==> src/rtl/nipcb_recording_fifo.sv <==
`default_nettype none
// ============================================================================
// Module   : nipcb_recording_fifo
// Purpose  : First-word-fall-through FIFO for packed 4-channel recording
//            words (4 x 8-bit samples per word). Sits between the recording
//            write strobe and the register/bus read path. When the FIFO is
//            full, a write is dropped. Each drop sets a sticky overflow flag
//            and bumps a saturating 16-bit drop counter.
// Ports    : clk            system clock, posedge
//            rstn           asynchronous active-low reset
//            i_clear        synchronous flush, highest priority after reset
//            i_wr_en        one-cycle write strobe
//            i_wr_data      word to store
//            i_rd_ready     consumer accepts o_rd_data this cycle
//            o_rd_valid     head entry available
//            o_rd_data      head entry, 0 when empty
//            o_level        stored entries 0..DEPTH
//            o_full         level == DEPTH
//            o_empty        level == 0
//            o_almost_full  level >= AF_LEVEL
//            o_overflow     sticky: a write was dropped since last clear
//            o_drop_count   dropped writes, saturating at 16'hFFFF
// Revision : 1.0 - initial release
// ============================================================================
module nipcb_recording_fifo #(
  parameter int DATA_W   = 32,
  parameter int DEPTH    = 16,
  parameter int AF_LEVEL = 12
) (
  input  logic                       clk,
  input  logic                       rstn,
  input  logic                       i_clear,
  input  logic                       i_wr_en,
  input  logic [DATA_W-1:0]          i_wr_data,
  input  logic                       i_rd_ready,
  output logic                       o_rd_valid,
  output logic [DATA_W-1:0]          o_rd_data,
  output logic [$clog2(DEPTH):0]     o_level,
  output logic                       o_full,
  output logic                       o_empty,
  output logic                       o_almost_full,
  output logic                       o_overflow,
  output logic [15:0]                o_drop_count
);

  localparam int AW = $clog2(DEPTH);
  localparam int LW = AW + 1;
  localparam logic [LW-1:0] c_DEPTH_L = LW'(DEPTH);
  localparam logic [LW-1:0] c_AF_L    = LW'(AF_LEVEL);

  logic [DATA_W-1:0] r_mem [DEPTH];
  logic [AW-1:0]     r_wr_ptr;
  logic [AW-1:0]     r_rd_ptr;
  logic [LW-1:0]     r_level;
  logic              r_full;
  logic              r_empty;
  logic              r_af;
  logic              r_overflow;
  logic [15:0]       r_drop_cnt;

  logic              w_pop;
  logic              w_push;
  logic              w_drop;
  logic [LW-1:0]     w_level_nxt;

  // A full FIFO that is popped in the same cycle still has room for the write.
  assign w_pop  = ~r_empty & i_rd_ready;
  assign w_push = i_wr_en & (~r_full | w_pop);
  assign w_drop = i_wr_en & r_full & ~w_pop;

  always_comb begin
    w_level_nxt = r_level;
    if (w_push && !w_pop) begin
      w_level_nxt = r_level + LW'(1);
    end else if (w_pop && !w_push) begin
      w_level_nxt = r_level - LW'(1);
    end
  end

  // Flags are registered from the next level so they always agree with o_level.
  always_ff @(posedge clk or negedge rstn) begin
    if (!rstn) begin
      r_wr_ptr   <= '0;
      r_rd_ptr   <= '0;
      r_level    <= '0;
      r_full     <= 1'b0;
      r_empty    <= 1'b1;
      r_af       <= 1'b0;
      r_overflow <= 1'b0;
      r_drop_cnt <= '0;
    end else if (i_clear) begin
      r_wr_ptr   <= '0;
      r_rd_ptr   <= '0;
      r_level    <= '0;
      r_full     <= 1'b0;
      r_empty    <= 1'b1;
      r_af       <= 1'b0;
      r_overflow <= 1'b0;
      r_drop_cnt <= '0;
    end else begin
      if (w_push) begin
        r_wr_ptr <= r_wr_ptr + AW'(1);
      end
      if (w_pop) begin
        r_rd_ptr <= r_rd_ptr + AW'(1);
      end
      r_level <= w_level_nxt;
      r_full  <= (w_level_nxt == c_DEPTH_L);
      r_empty <= (w_level_nxt == '0);
      r_af    <= (w_level_nxt >= c_AF_L);
      if (w_drop) begin
        r_overflow <= 1'b1;
        if (r_drop_cnt != 16'hFFFF) begin
          r_drop_cnt <= r_drop_cnt + 16'd1;
        end
      end
    end
  end

  // Storage is deliberately left unreset; contents are only visible once
  // the pointers/level say an entry is valid.
  always_ff @(posedge clk) begin
    if (w_push && !i_clear) begin
      r_mem[r_wr_ptr] <= i_wr_data;
    end
  end

  assign o_rd_valid    = ~r_empty;
  assign o_rd_data     = r_empty ? '0 : r_mem[r_rd_ptr];
  assign o_level       = r_level;
  assign o_full        = r_full;
  assign o_empty       = r_empty;
  assign o_almost_full = r_af;
  assign o_overflow    = r_overflow;
  assign o_drop_count  = r_drop_cnt;

endmodule
`default_nettype wire

==> config.mk <==
export PLATFORM = sky130hd
export DESIGN_NAME = nipcb_recording_fifo
export DESIGN_NICKNAME = d
export VERILOG_FILES = /design/src/rtl/nipcb_recording_fifo.sv
export SDC_FILE = /design/constraint.sdc
export NUM_CORES = 1
export LEC_CHECK = 0
export CAP_MARGIN = 25
export CORE_MARGIN = 2
export CORE_UTILIZATION = 50
export CTS_CLUSTER_DIAMETER = 40
export CTS_CLUSTER_SIZE = 24
export DETAILED_ROUTE_END_ITERATION = 8
export DONT_BUFFER_PORTS = 1
export PLACE_DENSITY_LB_ADDON = 0.3
export REMOVE_ABC_BUFFERS = 1
export SLEW_MARGIN = 15
export SYNTH_ARGS = -nofsm -noshare
export SYNTH_HDL_FRONTEND = slang
export SYNTH_SLANG_ARGS = --single-unit
==> constraint.sdc <==
create_clock -name clk -period 5.53 [get_ports clk]
set_input_delay 1.106 -clock clk [delete_from_list [all_inputs] [get_ports clk]]
set_output_delay 1.106 -clock clk [all_outputs]
set_load 0.005 [all_outputs]
==> metrics.txt <==
Layout Cells excl Fill roughly 1.6k; DRT Wirelength between 40000 and 50000 µm; Setup crit start kind register; CP Capture Type output pin; root buffer cell clkbuf_16; status completed; GP Congestion roughly 0.76; Place WS 1.79 ns; largest net degree at the start of global routing 61; nets approximately 1.1k; Worst Path Required between 4 and 5 ns; CTS Buffer Depth 3; Die ar. 0.0443 mm²; skew final about 0.034 ns; Synth area leaders edfxtp_1, mux4_2, dfrtp_1; via count a little under 10k; PwrDens about 410 mW/mm²; Residual DRC 0; post-synth top area share 72.2%; WL per Instance between 20 and 30 µm; CTS tree built; antenna cells 0; DR iter-0 viols about 950; vias in the first global route between 10k and 15k; CP Class register to output pin; CP Data Arrival Time between 3 and 4 ns; Initial Util between 50% and 60%; FMAX 0.231 GHz; Reg clk slew, reported paths ~0.070 ns; CP max-delay cell dfrtp_4; RSZ-0062 raised after global routing false; Yosys warning count 0; count of standard-cell rows between 70 and 80; relative slew slack 34.3%; sequential fraction of the synthesis area about three quarters; Worst Hold Class input pin to async pin; total track usage a little over a fifth; fin crit period approximately 4.3 ns; cell class contributing the biggest share of worst-path delay multiplexers; Power Total 0.0102 W; post-layout util around three fifths; # IOs 95; Max H-tree Level 3; Mapped Cells 950; first-pass GRT wire length between 60000 and 70000 µm; area grow syn2layout 15.8%; router iterations before antenna repair 4; Post-DP HPWL around 23000 µm; DP Cell Count between 1k and 1.5k; Peak VDD IR approximately 0.00033 V; clock insertion delay at the later pin of the skew report 0.62 ns; Synth area leader edfxtp_1; Slowest Stage Delay on Critical Path approximately 0.92 ns; count of final hold-check violations 0; initial antenna violation count 0; maxcap violations 0; Chip Width around 210 µm; endpoints failing setup 0; # port buffers 0; Leak around 7.7 nW; #FFs+latches synth 545; Tightest Pin Transition about 0.98 ns; via-per-instance ratio slightly above 6; number of synthesized flops with an enable pin between 500 and 600; Synth Cell Area 0.0213 mm²; fraction of layout cells with a size suffix above 1 between 30% and 40%; slack of the critical path between 1 and 1.5 ns; asr flop ratio synth under 10%; WP buf/inv 1; worst-path maximum fanout 36; fin crit share about four fifths; CP Cell Sequence buf_4, mux4_2, mux4_2, and2_1; grt total ovfl 0; core area around 0.042 mm²; CTS Buf Count 76; # Post-CTS Setup Buffers 0; most used cell, CP mux4_2; Distinct cells, synth 46; ANT nets after route 0; Post-synth top flop edfxtp_1; Max Slew Vio Count 0; cts repair resizes 0; Die Y-Extent 210 µm; synthesized area per cell between 20 and 25 µm²; hold_buf cts 0; clk sinks around 550
[cell usage after synthesis, drive strengths merged, types with 4 or more instances]
master  number
buf         27
nor2        37
ha           8
nor3         6
dfrtp       32
and2        33
inv         10
a21oi        9
nand4        5
xor2         7
xnor2       13
mux2i        4
mux4       160
nand2b       4
nand3       11
edfxtp     512
clkbuf      21
nand2       14
[cell type report]
type,instances,area (µm²)
clock buffer,80,1940
clock inverter,58,606
fill,2948,17300
inverter,10,37.5
multi-input combinational,347,4890
sequential,545,16200
tap,539,674
timing repair buffer,35,300
[state kept, by name, summed over array words and instances, names as in the netlist]
name,cells
r_mem,512
o_drop_count,16
o_level,5
r_rd_ptr,4
r_wr_ptr,4
o_almost_full,1
o_empty,1
o_full,1
o_overflow,1
[layout by cell type, fill, tap and decap left out, drive strengths merged, types with 4 or more instances in the layout]
| cell type | n |
|---|---|
| a21oi | 9 |
| and2 | 33 |
| buf | 35 |
| clkbuf | 80 |
| clkinv | 23 |
| clkinvlp | 8 |
| dfrtp | 32 |
| edfxtp | 512 |
| ha | 8 |
| inv | 34 |
| mux2i | 4 |
| mux4 | 160 |
| nand2 | 14 |
| nand2b | 4 |
| nand3 | 11 |
| nand4 | 5 |
| nor2 | 37 |
| nor3 | 6 |
| xnor2 | 13 |
| xor2 | 7 |
[report_power, final]
part           switching, W  internal [W]  total, W  leakage, nW
clock network       0.00194       0.00279   0.00474         1.22
logic              0.000359      0.000450  0.000809         1.45
registers         0.0000787       0.00457   0.00465         5.06
total               0.00238       0.00781    0.0102         7.73
[stage by stage]
stage          hold slack (ns)  instance area, µm²  setup TNS, ns
6_report                 0.181               24700              0
5_1_grt                  0.144               24700              0
4_1_cts                  0.146               24700              0
3_5_place_dp             0.526               22100              0
3_3_place_gp             0.524               22100              0
2_1_floorplan            0.500               21000         -59.85
[worst paths after layout]
kind / start / end / slack (ns) / depth (start not counted)
min in group clk: o_overflow$_DFFE_PN0P_ / o_overflow$_DFFE_PN0P_ / 0.53 / 2
min reg2reg: o_overflow$_DFFE_PN0P_ / o_overflow$_DFFE_PN0P_ / 0.53 / 2
max reg2reg: o_empty$_DFF_PN1_ / r_mem[12][19]$_DFFE_PP_ / 2.48 / 6
min: rstn / r_rd_ptr[3]$_DFFE_PN0P_ / 0.18 / 0
max in group asynchronous: rstn / o_empty$_DFF_PN1_ / 5.15 / 0
max: r_rd_ptr[0]$_DFFE_PN0P_ / o_rd_data[14] / 1.21 / 4
[cell families (layout without fill, tap and decap cells)]
kind of cell / after synthesis / count (layout) / share of synthesized area, %
flops: 545 / 545 / 76.1
mux: 165 / 165 / 17.2
fa+ha+maj: 8 / 8 / 0.470
xor+xnor: 20 / 20 / 0.823
simple gates: 129 / 129 / 3.20
compound gates: 25 / 25 / 0.793
buf+inv: 58 / 183 / 1.46
[metal layers]
metal / vias up / track usage [%] / share of wire [%]
met5: - / 0 / 0
met4: 0 / 5.80 / 1.8
met3: 71 / 5.44 / 6.7
met2: 301 / 33.6 / 50
met1: 5278 / 28.6 / 42
li1: 4116 / - / -
[worst register-to-register path, stage by stage (launching register included)]
cell and delay (ns):
dfstp_2 0.40, nand2b_1 0.28, a21boi_1 0.42, and2_1 0.25
nand2_1 0.23, nor2_4 0.83, buf_4 0.35
Power figures use the tool's default switching activity.
